## src/rtl/tag_free_list.sv

```systemverilog
// 32-entry tag allocator: free mask, lowest-index-first offer, returns and flush.
// Optional protocol checking (sticky err) enabled by defining TAG_FREE_LIST_CHECK_EN.

module per32_5 (
  input  logic [31:0] mask,
  output logic [4:0]  tag,
  output logic        valid
);

  // Scan from the top down so the lowest set bit is the last assignment.
  always_comb begin
    tag   = 5'd0;
    valid = |mask;
    for (int i = 31; i >= 0; i--) begin
      if (mask[i]) tag = 5'(i);
    end
  end

endmodule

module tag_free_list #(
  parameter logic [31:0] RESET_FREE_MASK = 32'hFFFF_FFFF
) (
  input  logic       CLK,
  input  logic       RST,
  input  logic       alloc_req,
  output logic       alloc_ready,
  output logic [4:0] alloc_tag,
  input  logic       free_valid,
  input  logic [4:0] free_tag,
  input  logic       flush,
  output logic [5:0] busy_count,
  output logic       full,
  output logic       err
);

  localparam int unsigned NUM_TAGS = 32;

  function automatic int unsigned popcount32(input logic [31:0] v);
    int unsigned n;
    n = 0;
    for (int i = 0; i < 32; i++) n += 32'(v[i]);
    return n;
  endfunction

  localparam logic [5:0] RESET_BUSY = 6'(NUM_TAGS - popcount32(RESET_FREE_MASK));
  localparam logic       RESET_FULL = (RESET_BUSY == 6'(NUM_TAGS));

  logic [31:0] free_mask;
  logic [31:0] free_mask_next;
  logic [5:0]  busy_next;
  logic        full_next;
  logic        err_next;
  logic        alloc_fire;
  logic        same_tag;
  logic        alloc_eff;
  logic        free_dec;

  per32_5 u_enc (
    .mask  (free_mask),
    .tag   (alloc_tag),
    .valid (alloc_ready)
  );

  // Same-tag alloc+free only happens on a double free; the free wins and the alloc is void.
  always_comb begin
    free_mask_next = free_mask;
    busy_next      = busy_count;
    err_next       = err;
    alloc_fire     = alloc_req & alloc_ready;
    same_tag       = alloc_fire & free_valid & (free_tag == alloc_tag);
    alloc_eff      = alloc_fire & ~same_tag;
    free_dec       = free_valid & ~free_mask[free_tag];
    if (flush) begin
      free_mask_next = RESET_FREE_MASK;
      busy_next      = RESET_BUSY;
    end else begin
      if (alloc_eff)  free_mask_next[alloc_tag] = 1'b0;
      if (free_valid) free_mask_next[free_tag]  = 1'b1;
      busy_next = busy_count + 6'(alloc_eff) - 6'(free_dec);
`ifdef TAG_FREE_LIST_CHECK_EN
      if ((free_valid & free_mask[free_tag]) | (alloc_req & ~alloc_ready)) err_next = 1'b1;
`endif
    end
    full_next = (busy_next == 6'(NUM_TAGS));
  end

  always_ff @(posedge CLK) begin
    if (RST) begin
      free_mask  <= RESET_FREE_MASK;
      busy_count <= RESET_BUSY;
      full       <= RESET_FULL;
      err        <= 1'b0;
    end else begin
      free_mask  <= free_mask_next;
      busy_count <= busy_next;
      full       <= full_next;
      err        <= err_next;
    end
  end

endmodule

```

## config.mk

```make
export PLATFORM = sky130hd
export DESIGN_NAME = tag_free_list
export DESIGN_NICKNAME = d
export VERILOG_FILES = /design/src/rtl/tag_free_list.sv
export SDC_FILE = /design/constraint.sdc
export NUM_CORES = 1
export LEC_CHECK = 0
export BUFFER_PORTS_ARGS = -buffer_cell sky130_fd_sc_hd__buf_2
export CAP_MARGIN = 20
export CORE_MARGIN = 2
export CORE_UTILIZATION = 50
export CTS_CLUSTER_DIAMETER = 150
export DETAILED_ROUTE_END_ITERATION = 12
export PLACE_DENSITY = 0.76
export SLEW_MARGIN = 30
export SYNTH_ARGS = -nofsm -noshare
export SYNTH_HDL_FRONTEND = slang
export SYNTH_SLANG_ARGS = --single-unit
```

## constraint.sdc

```tcl
create_clock -name CLK -period 3.7 [get_ports CLK]
set_input_delay 0.185 -clock CLK [delete_from_list [all_inputs] [get_ports CLK]]
set_output_delay 0.185 -clock CLK [all_outputs]
set_load 0.1 [all_outputs]
```

==> results.txt <==
----------------------------------------------------
[Outcome]
  Status ... finished clean

[Cells and area]
  Synth-to-Final Area Change ... 17.8%
  NumNets Final ... 416
  Number of cells in the finished layout apart from fillers ... 472
  Proportion of layout cells with a drive suffix above 1 ... 0.235
  Final std cell area, no fill ... 3310 um2
  ANT cells ... 0
  Final core utilization ... 0.605

[Critical path]
  Maximum cell stage delay along the critical path ... 580 ps
  Dominant delay contributor by cell family on the critical path ... simple AND/OR/NAND/NOR gates
  Count of cells along the worst register-to-register path ... 17
  Cell breakdown of the critical path ... or4_4 > nand2b_4 > a211oi_4 > xor2_2 > nor4_4 > o221ai_2 > nand2_1 > ha_2 > inv_2 > ha_4 > fa_2 > a21oi_2 > nor2_1 > nor2_1 > xor2_1 > a41oi_1 > nor2b_1
  Crit-path max FO ... 6
  Worst endpoint data arrival time ... 3770 ps
  Critical path depth in cells ... 17
  Critical path type ... reg -> reg
  Worst Path Buf+Inv ... 1
  Worst Setup Start Kind ... flop
  Critical path capture point type ... flop
  Required arrival time at the worst endpoint ... 3950 ps
  Slowest cell on the critical path ... or4_4
  Cell with the most instances on the worst path ... nor2_1

[Yosys]
  Area share of and/or/nand/nor cells after synthesis ... 0.317
  Most used standard cell by instance count after synthesis ... nor2_1
  Gate count after technology mapping ... 361
  Top cell type by total area after synthesis ... dfxtp_1
  Number of nets in the synthesized netlist ... 378
  Syn Area/Cell ... 7.78 um2
  Xor and xnor area share after synthesis ... 0.0218
  Register area share after synthesis ... 0.278
  Number of synthesized register bits ... 39
  Post-synthesis cell area ... 2810 um2
  Complex-gate fraction of the synthesized area ... 0.229
  Portion of synthesized cell area occupied by the leading cell type ... 0.278
  Top cells by area in the synthesized netlist ... dfxtp_1, nor2_1, mux4_2, a31oi_1, a21oi_1
  Post-synthesis mux area share ... 0.0722
  Arithmetic-cell share of the synthesized area counting full adders, half adders and majority gates ... 0.0339
  Count of yosys warnings during synthesis ... 0
  Count of cell types in the netlist ... 59
  Most frequent cells after synthesis ... nor2_1, dfxtp_1, a31oi_1
  Main combinational cell family by area after synthesis ... simple AND/OR/NAND/NOR gates
  Dominant synthesized flop cell ... dfxtp_1
  Number of flops mapped to enable cells by yosys ... 0
  Post-synthesis async set-or-reset flop share ... 0

[Global routing]
  Grt total ovfl ... 0
  Number of antenna violations at the first check in global routing ... 0
  GRT Total Usage ... 0.291
  Wire length of the first global-routing pass ... 13.9 mm
  Largest net degree at the start of global routing ... 21
  Number of global-route vias before repair ... 2676

[Power and ir drop]
  Fraction of power spent switching nets ... 0.332
  Power Density ... 318 nW/um2
  Total Power ... 1.05 mW
  Clock share of power ... 0.353
  Share of power burned in registers ... 0.415
  Leakage Power ... 1.20 nW
  Relative contribution of combinational cells to total power ... 0.232
  Worst-case vdd ir drop ... 0.174 mV
  Cell-internal power ... 702 uW
  Power dissipated by switching net loads ... 348 uW

[Floorplan]
  Die Y-Extent ... 79.0 um
  Horizontal extent of the die ... 79.0 um
  Standard-cell rows ... 27
  Initial standard-cell utilization of the core ... 0.513
  Area of the die ... 6230 um2
  Std-Cell Core Area ... 5470 um2
  IO Pins ... 24

[Flow run]
  Total of max-cap violations ... 0

[Clocking]
  CTS Hold Bufs ... 0
  Clock Path Buffers ... 2
  Clock transition time at the flip-flop clock pins of the worst setup and hold paths ... 90 ps
  Level count of the clock H-tree ... 2
  Clock tree sinks ... 39
  TritonCTS buffer count ... 5
  Skew-Pair Late Insertion Delay ... 300 ps
  Clock root cell ... clkbuf_8
  CTS tree ... done

[Placement]
  Buffers on Ports ... 22
  Global placer's final weighted congestion ... 1.01
  Area after DPL ... 3130 um2
  Worst setup slack before clock tree synthesis ... 157 ps
  Cell count after placement ... 458
  Sum of net half-perimeters after detailed placement ... 6.26 mm

[Route]
  Remaining routing DRC violations ... 0
  Routed Antenna Nets ... 0
  DR vias ... 2982
  Detailed-route vias per instance ... 6.32
  Number of iterations in the first detailed-routing pass ... 5
  Routed length per placed instance ... 18.7 um
  Routed Wire Length ... 8.84 mm
  Count of routing violations after the opening detailed-route iteration ... 261

[Timing]
  Final Critical Period ... 3520 ps
  Max Transition Viols Final ... 0
  Period utilisation layout ... 0.952
  Final setup vio count ... 0
  Worst hold slack ... 143 ps
  Post-route clock skew ... 10.0 ps
  Final hold viol count ... 0
  Max-slew headroom ... 0.320
  Total negative slack for setup checks ... 0 ps
  Crit path setup slack, layout ... 179 ps
  Max Clk Rate ... 284 MHz
  Slew at the pin closest to its max-slew limit ... 1020 ps

[Worst hold path]
  Worst hold-check path type ... in -> reg
  Worst hold stages ... 3

----------------------------------------------------
-- kinds of logic after synthesis --
family / Yosys count
other: 1
XOR/XNOR: 7
adder cells (fa/ha/maj): 7
flip-flops: 39
buffers and inverters: 32
multiplexers: 9
AO/OA/AOI/OAI: 103
AND/OR/NAND/NOR: 163
-- final cells by class --
class                           count  area [um2]
Clock inverter                      3        43.8
Sequential cell                    39         782
Inverter                           18        67.6
Multi-Input combinational cell    290        1970
Tap cell                           72        90.1
Timing Repair Buffer               45         283
Clock buffer                        5        68.8
Fill cell                         494        2160
-- sequential cells by signal, indices dropped and copies added, names as in the netlist --
register    flops
busy_count      6
full            1
free_mask      32
-- tightest hold or removal path, cell delays in order --
cell and delay (ps):
buf_2 90, a41oi_1 40, nor2b_1 90
-- cell usage in the layout, fill, tap and decap left out, types with 4 or more instances in the layout --
master / n
nor2_1: 64
dfxtp_1: 38
a31oi_1: 32
a21oi_1: 23
buf_4: 23
o21ai_0: 22
buf_2: 22
inv_1: 16
nor2b_1: 15
nand2_1: 13
nor3_1: 10
mux4_2: 9
nor4_1: 9
and2_1: 7
and3_1: 6
nand3_1: 6
clkbuf_8: 5
o31ai_1: 4
or4_4: 4
xnor2_1: 4
-- power by group through the flow --
stage	clock [mW]	combinational, mW	sequential [mW]
after floorplan	0	0.122	0.504
after global placement	0	0.227	0.445
after detailed placement	0	0.230	0.445
after CTS	0.373	0.231	0.435
after global routing	0.390	0.259	0.437
final	0.371	0.244	0.436
-- final timing paths --
check	to	slack [ps]	from
worst max-delay path	full	180	free_mask[8]
worst min-delay path	full	140	flush
worst max register to register	full	180	free_mask[8]
worst min register to register	free_mask[31]	540	free_mask[31]
-- routing by layer --
layer  wire, um  vias up  global-route usage
met5          0        -                   0
met4        240        0               0.116
met3        784       25              0.0489
met2       4010      170               0.451
met1       3810     1387               0.405
li1           -     1400                   -
-- repair_timing --
item | 4_1_cts | 5_1_grt
buffers inserted | 0 | 6
endpoints found under the setup margin | 0 | 3
resized for setup | 0 | 4
Power figures use the tool's default switching activity.
